**src/rtl/alu_ctrl_stage_if.sv**
```systemverilog
// alu_ctrl_stage_if: handshake and operand bus of the decode-to-execute issue stage.
//   Upstream side : in_valid, in_ready, in_instr, in_rs1, in_rs2
//   Execute side  : out_valid, out_ready, SrcA, SrcB, Operation, out_illegal
//   Status        : illegal_count (saturating illegal-instruction count)
//   modport master : the environment (decode and execute side)
//   modport slave  : the issue stage itself
interface alu_ctrl_stage_if #(
  parameter int DATA_WIDTH    = 32,
  parameter int OPCODE_LENGTH = 4
);
  logic                     in_valid;
  logic                     in_ready;
  logic [31:0]              in_instr;
  logic [DATA_WIDTH-1:0]    in_rs1;
  logic [DATA_WIDTH-1:0]    in_rs2;
  logic                     out_valid;
  logic                     out_ready;
  logic [DATA_WIDTH-1:0]    SrcA;
  logic [DATA_WIDTH-1:0]    SrcB;
  logic [OPCODE_LENGTH-1:0] Operation;
  logic                     out_illegal;
  logic [15:0]              illegal_count;

  modport master (
    output in_valid, in_instr, in_rs1, in_rs2, out_ready,
    input  in_ready, out_valid, SrcA, SrcB, Operation, out_illegal, illegal_count
  );

  modport slave (
    input  in_valid, in_instr, in_rs1, in_rs2, out_ready,
    output in_ready, out_valid, SrcA, SrcB, Operation, out_illegal, illegal_count
  );
endinterface

```
**src/rtl/alu_ctrl_stage.sv**
```systemverilog
// alu_ctrl_stage: RV32I decode-to-execute issue stage.
// Decodes opcode/funct3/funct7 into the 4-bit ALU operation code, builds
// SrcA/SrcB, and queues the result in a 2-entry skid buffer whose head
// drives registered ALU inputs. in_ready is registered (occupancy < 2), so
// there is no combinational path from out_ready back to decode.
// Ports:
//   clk   : clock, all state updates on rising edge
//   reset : synchronous, active-high; discards in-flight entries
//   bus   : alu_ctrl_stage_if.slave (handshakes, operands, Operation,
//           out_illegal, illegal_count)
// Optional feature: define ALU_CTRL_ILLEGAL_CNT_EN to enable the saturating
// illegal_count (increments per popped illegal entry); otherwise it is 0.
module alu_ctrl_stage #(
  parameter int DATA_WIDTH    = 32,
  parameter int OPCODE_LENGTH = 4
) (
  input  logic             clk,
  input  logic             reset,
  alu_ctrl_stage_if.slave  bus
);

  typedef enum logic [3:0] {
    OP_AND  = 4'b0000,
    OP_XOR  = 4'b0001,
    OP_SUB  = 4'b0010,
    OP_OR   = 4'b0011,
    OP_ADD  = 4'b0100,
    OP_BGE  = 4'b0101,
    OP_BNE  = 4'b0110,
    OP_SRAI = 4'b0111,
    OP_BEQ  = 4'b1000,
    OP_SLL  = 4'b1001,
    OP_LUI  = 4'b1010,
    OP_SRL  = 4'b1100,
    OP_BLT  = 4'b1101,
    OP_SLT  = 4'b1110
  } alu_op_e;

  typedef enum logic [1:0] {
    OCC_EMPTY = 2'd0,
    OCC_ONE   = 2'd1,
    OCC_FULL  = 2'd2
  } occ_e;

  typedef struct packed {
    alu_op_e               op;
    logic [DATA_WIDTH-1:0] a;
    logic [DATA_WIDTH-1:0] b;
    logic                  ill;
  } entry_t;

  localparam logic [6:0] OPC_R      = 7'b0110011;
  localparam logic [6:0] OPC_I      = 7'b0010011;
  localparam logic [6:0] OPC_LOAD   = 7'b0000011;
  localparam logic [6:0] OPC_STORE  = 7'b0100011;
  localparam logic [6:0] OPC_JALR   = 7'b1100111;
  localparam logic [6:0] OPC_BRANCH = 7'b1100011;
  localparam logic [6:0] OPC_LUI    = 7'b0110111;

  localparam logic [6:0] F7_ZERO = 7'b0000000;
  localparam logic [6:0] F7_ALT  = 7'b0100000;

  // ---------------------------------------------------------------------
  // Decode
  // ---------------------------------------------------------------------
  logic [6:0]            opcode;
  logic [2:0]            funct3;
  logic [6:0]            funct7;
  logic [DATA_WIDTH-1:0] imm_i;
  logic [DATA_WIDTH-1:0] imm_s;
  logic [DATA_WIDTH-1:0] imm_u;
  logic                  legal;
  entry_t                dec;

  assign opcode = bus.in_instr[6:0];
  assign funct3 = bus.in_instr[14:12];
  assign funct7 = bus.in_instr[31:25];
  assign imm_i  = DATA_WIDTH'($signed(bus.in_instr[31:20]));
  assign imm_s  = DATA_WIDTH'($signed({bus.in_instr[31:25], bus.in_instr[11:7]}));
  assign imm_u  = DATA_WIDTH'({bus.in_instr[31:12], 12'b0});

  always_comb begin
    dec.op  = OP_AND;
    dec.a   = bus.in_rs1;
    dec.b   = bus.in_rs2;
    dec.ill = 1'b0;
    legal   = 1'b0;

    case (opcode)
      OPC_R: begin
        case (funct3)
          3'b000: begin
            if (funct7 == F7_ZERO) begin
              dec.op = OP_ADD;
              legal  = 1'b1;
            end else if (funct7 == F7_ALT) begin
              dec.op = OP_SUB;
              legal  = 1'b1;
            end
          end
          3'b100:  begin dec.op = OP_XOR; legal = (funct7 == F7_ZERO); end
          3'b110:  begin dec.op = OP_OR;  legal = (funct7 == F7_ZERO); end
          3'b111:  begin dec.op = OP_AND; legal = (funct7 == F7_ZERO); end
          3'b010:  begin dec.op = OP_SLT; legal = (funct7 == F7_ZERO); end
          default: legal = 1'b0;
        endcase
      end

      OPC_I: begin
        dec.b = imm_i;
        case (funct3)
          3'b000: begin dec.op = OP_ADD; legal = 1'b1; end
          3'b010: begin dec.op = OP_SLT; legal = 1'b1; end
          3'b100: begin dec.op = OP_XOR; legal = 1'b1; end
          3'b110: begin dec.op = OP_OR;  legal = 1'b1; end
          3'b111: begin dec.op = OP_AND; legal = 1'b1; end
          3'b001: begin dec.op = OP_SLL; legal = (funct7 == F7_ZERO); end
          3'b101: begin
            // SRAI keeps the full imm (1024 + shamt); the ALU strips the bias.
            if (funct7 == F7_ZERO) begin
              dec.op = OP_SRL;
              legal  = 1'b1;
            end else if (funct7 == F7_ALT) begin
              dec.op = OP_SRAI;
              legal  = 1'b1;
            end
          end
          default: legal = 1'b0;
        endcase
      end

      OPC_LOAD, OPC_JALR: begin
        dec.op = OP_ADD;
        dec.b  = imm_i;
        legal  = 1'b1;
      end

      OPC_STORE: begin
        dec.op = OP_ADD;
        dec.b  = imm_s;
        legal  = 1'b1;
      end

      OPC_BRANCH: begin
        case (funct3)
          3'b000:  begin dec.op = OP_BEQ; legal = 1'b1; end
          3'b001:  begin dec.op = OP_BNE; legal = 1'b1; end
          3'b100:  begin dec.op = OP_BLT; legal = 1'b1; end
          3'b101:  begin dec.op = OP_BGE; legal = 1'b1; end
          default: legal = 1'b0;
        endcase
      end

      OPC_LUI: begin
        dec.op = OP_LUI;
        dec.a  = '0;
        dec.b  = imm_u;
        legal  = 1'b1;
      end

      default: legal = 1'b0;
    endcase

    if (!legal) begin
      dec.op  = OP_AND;
      dec.a   = '0;
      dec.b   = '0;
      dec.ill = 1'b1;
    end
  end

  // ---------------------------------------------------------------------
  // 2-entry skid buffer: head is the registered output, skid holds the
  // second entry while the execute side stalls.
  // ---------------------------------------------------------------------
  occ_e   occ;
  entry_t head;
  entry_t skid;
  logic   in_ready_r;
  logic   out_valid_r;
  logic   push;
  logic   pop;

  assign push = bus.in_valid && in_ready_r;
  assign pop  = out_valid_r && bus.out_ready;

  always_ff @(posedge clk) begin
    if (reset) begin
      occ         <= OCC_EMPTY;
      head        <= '0;
      skid        <= '0;
      in_ready_r  <= 1'b1;
      out_valid_r <= 1'b0;
    end else begin
      case (occ)
        OCC_EMPTY: begin
          if (push) begin
            head        <= dec;
            occ         <= OCC_ONE;
            out_valid_r <= 1'b1;
          end
        end

        OCC_ONE: begin
          if (push && pop) begin
            head <= dec;
          end else if (push) begin
            skid       <= dec;
            occ        <= OCC_FULL;
            in_ready_r <= 1'b0;
          end else if (pop) begin
            // Head fields are left as-is so the ALU inputs hold when empty.
            occ         <= OCC_EMPTY;
            out_valid_r <= 1'b0;
          end
        end

        OCC_FULL: begin
          if (pop) begin
            head       <= skid;
            occ        <= OCC_ONE;
            in_ready_r <= 1'b1;
          end
        end

        default: begin
          occ         <= OCC_EMPTY;
          in_ready_r  <= 1'b1;
          out_valid_r <= 1'b0;
        end
      endcase
    end
  end

  assign bus.in_ready    = in_ready_r;
  assign bus.out_valid   = out_valid_r;
  assign bus.SrcA        = head.a;
  assign bus.SrcB        = head.b;
  assign bus.Operation   = OPCODE_LENGTH'(head.op);
  assign bus.out_illegal = head.ill;

  // ---------------------------------------------------------------------
  // Illegal-instruction counter
  // ---------------------------------------------------------------------
`ifdef ALU_CTRL_ILLEGAL_CNT_EN
  logic [15:0] ill_cnt;

  always_ff @(posedge clk) begin
    if (reset) begin
      ill_cnt <= '0;
    end else if (pop && head.ill && (ill_cnt != '1)) begin
      ill_cnt <= ill_cnt + 16'd1;
    end
  end

  assign bus.illegal_count = ill_cnt;
`else
  assign bus.illegal_count = '0;
`endif

endmodule

```
**src/flat_wrapper.sv**
```systemverilog
// flat-port wrapper written by rule: the top's interface ports become plain ports
module alu_ctrl_stage_flat 
#(
  parameter int DATA_WIDTH    = 32,
  parameter int OPCODE_LENGTH = 4
)
  (clk, reset, bus_in_valid, bus_in_instr, bus_in_rs1, bus_in_rs2, bus_out_ready, bus_in_ready, bus_out_valid, bus_SrcA, bus_SrcB, bus_Operation, bus_out_illegal, bus_illegal_count);
  alu_ctrl_stage_if #(.DATA_WIDTH(DATA_WIDTH), .OPCODE_LENGTH(OPCODE_LENGTH)) bus_i ();
  input  logic clk;
  input  logic reset;
  input wire logic [$bits(bus_i.in_valid)-1:0] bus_in_valid;
  input wire logic [$bits(bus_i.in_instr)-1:0] bus_in_instr;
  input wire logic [$bits(bus_i.in_rs1)-1:0] bus_in_rs1;
  input wire logic [$bits(bus_i.in_rs2)-1:0] bus_in_rs2;
  input wire logic [$bits(bus_i.out_ready)-1:0] bus_out_ready;
  output wire logic [$bits(bus_i.in_ready)-1:0] bus_in_ready;
  output wire logic [$bits(bus_i.out_valid)-1:0] bus_out_valid;
  output wire logic [$bits(bus_i.SrcA)-1:0] bus_SrcA;
  output wire logic [$bits(bus_i.SrcB)-1:0] bus_SrcB;
  output wire logic [$bits(bus_i.Operation)-1:0] bus_Operation;
  output wire logic [$bits(bus_i.out_illegal)-1:0] bus_out_illegal;
  output wire logic [$bits(bus_i.illegal_count)-1:0] bus_illegal_count;
  assign bus_i.in_valid = bus_in_valid;
  assign bus_i.in_instr = bus_in_instr;
  assign bus_i.in_rs1 = bus_in_rs1;
  assign bus_i.in_rs2 = bus_in_rs2;
  assign bus_i.out_ready = bus_out_ready;
  assign bus_in_ready = bus_i.in_ready;
  assign bus_out_valid = bus_i.out_valid;
  assign bus_SrcA = bus_i.SrcA;
  assign bus_SrcB = bus_i.SrcB;
  assign bus_Operation = bus_i.Operation;
  assign bus_out_illegal = bus_i.out_illegal;
  assign bus_illegal_count = bus_i.illegal_count;
  alu_ctrl_stage #(.DATA_WIDTH(DATA_WIDTH), .OPCODE_LENGTH(OPCODE_LENGTH)) u_core (.clk(clk), .reset(reset), .bus(bus_i));
endmodule
```
**config.mk**
```make
export PLATFORM = sky130hd
export DESIGN_NAME = alu_ctrl_stage_flat
export DESIGN_NICKNAME = d
export VERILOG_FILES = /design/src/rtl/alu_ctrl_stage_if.sv /design/src/rtl/alu_ctrl_stage.sv /design/src/flat_wrapper.sv
export SDC_FILE = /design/constraint.sdc
export NUM_CORES = 1
export LEC_CHECK = 0
export CAP_MARGIN = 40
export CORE_ASPECT_RATIO = 0.5
export CORE_MARGIN = 3
export CORE_UTILIZATION = 60
export CTS_BUF_LIST = sky130_fd_sc_hd__clkbuf_4
export CTS_CLUSTER_DIAMETER = 60
export CTS_CLUSTER_SIZE = 8
export DETAILED_ROUTE_END_ITERATION = 6
export DONT_BUFFER_PORTS = 1
export PLACE_DENSITY = 0.88
export REMOVE_ABC_BUFFERS = 1
export SYNTH_ARGS = -nofsm -noshare
export SYNTH_HDL_FRONTEND = slang
export SYNTH_SLANG_ARGS = --single-unit
```
**constraint.sdc**
```tcl
create_clock -name clk -period 4.67 [get_ports clk]
set_input_delay 0.467 -clock clk [delete_from_list [all_inputs] [get_ports clk]]
set_output_delay 0.467 -clock clk [all_outputs]
set_load 0.02 [all_outputs]
```
==> flow_results.org <==
** Outcome
- Result of the run :: finished, final reports clean

** STA
- Final critical path time including I/O delays and setup :: 2.71 ns
- For this run, the top clock speed supported by timing is 369 MHz.
- The clock arrives with 0.0137 ns of skew.
- Final hold violation count :: 0
- Rel. slew slack :: 36.9%
- Unrepaired setup endpoints after global routing :: false
- Final worst-path cycle share :: 58.1%
- Pins over their slew limit :: 0
- At the pin with the least slew margin, the transition time is 0.946 ns.
- Hold timing on the final database bottoms out at a slack of 0.0443 ns.
- Setup TNS :: 0 ns
- Count of final setup violators :: 0

** Logic synthesis
- Async set-or-reset flop fraction in the synthesized netlist :: 0%
- Dividing the synthesized area by the synthesized cell count gives 7.90 um2.
- Number of synthesis warnings :: 0
- Top cell type by total area after synthesis :: dfxtp_1
- Of the synthesized area, sequential elements account for 40.4%.
- Ranking of synthesized cells by area :: dfxtp_1 40%, a21oi_1 10%, nand2_1 5.6%
- Synthesis handed over a netlist of 891 instances.
- Number of library cell types mapped by synthesis :: 60
- Counting flops and latches in the post-synthesis netlist gives 142.
- The synthesized netlist occupies a cell area of 7040 um2.
- Post-synth EDFFs :: 0
- Area share of the largest cell type after synthesis :: 40.4%
- Among all flip-flop cells after synthesis, the most frequent one is dfxtp_1.

** Final layout
- The count of cells in the finished layout, fillers not included, comes to 1007.
- Nets :: 934
- From synthesis to final layout, the design area changed by 5.52%.
- The layout has 917 filler cells.
- Layout Cell Area excl Fill :: 7430 um2
- Area of the multi-input gates :: 3790 um2
- Final core utilization :: 66.3%
- Sequential cell area :: 2840 um2
- Fraction of layout cells with a size suffix above 1 :: 7.79%

** Route
- Once detail routing completed, the nets flagged for antenna violations numbered 0.
- Dividing the detail-routed wire length by the instance count gives 20.5 um.
- Vias per cell :: 6.81
- Detailed router's first-iteration violation count :: 749
- Via count :: 6862
- First-pass iteration count of the detailed router :: 7
- Number of remaining DRC errors :: 0
- Total Routed Length :: 20600 um

** Setup path
- Walking the worst path, the cells encountered are a21boi_1 -> o21a_4 -> buf_4 -> a21oi_1 -> a221oi_1.
- Data required time at the worst endpoint :: 5.08 ns
- For this design, the slowest cell found on the critical path is buf_4.
- STA classifies the critical path startpoint as a register.
- Of all nets on the critical path, the largest fanout is 88.
- Among cell families on the critical path, the largest total delay comes from compound AO/OA/AOI/OAI gates.
- The worst setup path is captured at a register.
- By startpoint and endpoint, the worst setup path is classified as reg -> reg.
- Together, buffers and inverters on the worst path number 1.
- Slowest cell delay on critical path :: 0.70 ns
- Worst Path Arrival :: 3.12 ns

** Worst hold path
- Min-Delay Path Class :: in -> reg

** Global routing
- Entering global routing, the biggest net connects 89 pins.
- The first global-routing pass estimated 31400 um of wire.
- Aggregate global-route resource usage :: 29.3%
- The total overflow left after global routing is 0.
- Antenna violations before repair :: 1
- Via count of the first global-routing pass :: 5990

** Clocking
- CTS Sinks :: 142
- CTS root buf :: clkbuf_4
- Insertion delay to the later sink of the worst-skew pair :: 0.51 ns
- Clock-pin slew was measured on the worst setup and hold paths at 0.13 ns.
- Post-CTS Resized :: 0
- Number of levels in the clock H-tree :: 4
- In this run, CTS created clock tree buffers numbering 17.
- Clock buffer depth :: 2
- TritonCTS clock tree :: yes

** Power and ir drop
- Peak VDD IR :: 0.000274 V
- For this design the ratio of total power to cell area is 352 nW/um2.
- For this design the static power due to leakage is 2.55 nW.

** Floorplan
- Io pins :: 187
- Die width :: 159 um
- After floorplanning, the core was divided into 27 placement rows.
- Vert. Die Dim :: 82.6 um
- The floorplan step defined a die boundary enclosing 13200 um2.
- Initial cell density of the core :: 62.8%
- The floorplan step defined a core boundary enclosing 11200 um2.

** Placement
- Detailed placement finished with a half-perimeter wire length of 12300 um.
- Routability congestion estimate :: 0.897
- The placed instances occupy a cell area of 7020 um2.
- DP Cell Count :: 968
- Number of input and output port buffers inserted :: 0

** Flow run
- Max-cap viol count :: 0
[cells in the final DEF (no fill, tap or decap), types with 4 or more instances in the layout]
master / instances
or3_1: 4
o2bb2ai_1: 19
nor2_1: 12
bufinv_16: 5
a21oi_1: 147
inv_1: 6
buf_4: 10
dlygate4sd3_1: 4
dfxtp_1: 142
conb_1: 16
and3_1: 41
a32o_1: 6
a221oi_1: 17
o31ai_1: 8
a31oi_1: 5
clkbuf_4: 17
clkinv_4: 5
nand3_1: 30
o21ai_0: 71
and2_1: 4
nor3_1: 6
nand2_1: 104
o211ai_1: 47
a22o_1: 5
o22ai_1: 41
[state kept, by name, summed over array words and instances, names as in the netlist]
register	flops
u_core.bus.Operation	4
u_core.bus.SrcA	32
u_core.bus.SrcB	32
u_core.bus.in_ready	1
u_core.bus.out_illegal	1
u_core.bus.out_valid	1
u_core.occ	2
u_core.skid	69
[synthesized netlist by cell type, types with 3 or more instances]
cell type and instances:
and3b_1 3, a22o_1 5, o22ai_1 41, buf_4 17, o2bb2ai_1 19, a21oi_1 147
o211ai_1 47, nand3b_1 3, nand4_1 3, nand2b_1 3, nor2_1 13, nand2_1 105
a32o_1 6, clkbuf_1 74, nor4_1 3, a221oi_1 17, and3_1 41, o31ai_1 8
nor3_1 6, buf_2 17, a31oi_1 6, dfxtp_1 142, nor2b_1 3, nand3_1 30
and2_1 4, inv_1 6, buf_1 4, a32oi_1 3, o21ai_0 72, or3_1 4
[cell families after synthesis]
logic type | share of synthesized area [%]
AOI/OAI and AO/OA | 35.6
xor gates and xnor gates | 0.124
buffers and inverters | 7.55
DFF | 40.4
muxes | 0.142
other | 0.0532
and+or+nand+nor | 16.2
[metrics by stage]
step           worst slack (ns)  power, W
2_1_floorplan            -0.493   0.00156
3_3_place_gp               1.85   0.00166
3_5_place_dp               1.73   0.00167
4_1_cts                    1.98   0.00261
5_1_grt                    1.80   0.00271
6_report                   1.96   0.00261
[path summary, 6_finish.rpt]
check                                     start             endpoint  slack, ns  cells after the start
worst max-delay path              u_core.occ[0]  u_core.bus.SrcB[23]       1.96                      5
worst min-delay path                      reset  u_core.bus.SrcB[27]       0.04                      1
worst max register to register    u_core.occ[0]  u_core.bus.SrcB[23]       1.96                      5
worst min register to register  u_core.skid[50]      u_core.skid[50]       0.46                      2
[metal layers]
metal  share of wire [%]  up-vias  GRT usage (%)
li1                    -     3194              -
met1                  40     3184           37.3
met2                  46      434           48.2
met3                  12       50           9.47
met4                 2.2        0           9.08
met5                   0        -              0
[area by class of cell]
cell class / instances / area share (%)
multi-input combinational: 645 / 51.0
sequential: 142 / 38.2
timing repair buffer: 21 / 3.01
clock inverter: 15 / 2.96
tap: 159 / 2.68
clock buffer: 17 / 1.72
inverter: 7 / 0.354
antenna: 1 / 0.0337
[worst reg2reg max path: stages (launching register included)]
cell	delay, ns
dfxtp_1	0.48
a21boi_1	0.60
o21a_4	0.23
buf_4	0.70
a21oi_1	0.25
a221oi_1	0.35
[power by group]
part           total, W  internal [W]  switching (W)
logic          0.000371     0.0000966       0.000274
clock network  0.000942      0.000478       0.000464
registers       0.00130       0.00124      0.0000585
[repair_timing]
item | 4_1_cts | 5_1_grt
setup buffers | 0 | 0
hold endpoints to repair | 40 | 10
hold buffers | 3 | 2
Note: power is estimated with default switching activity, not from simulation.
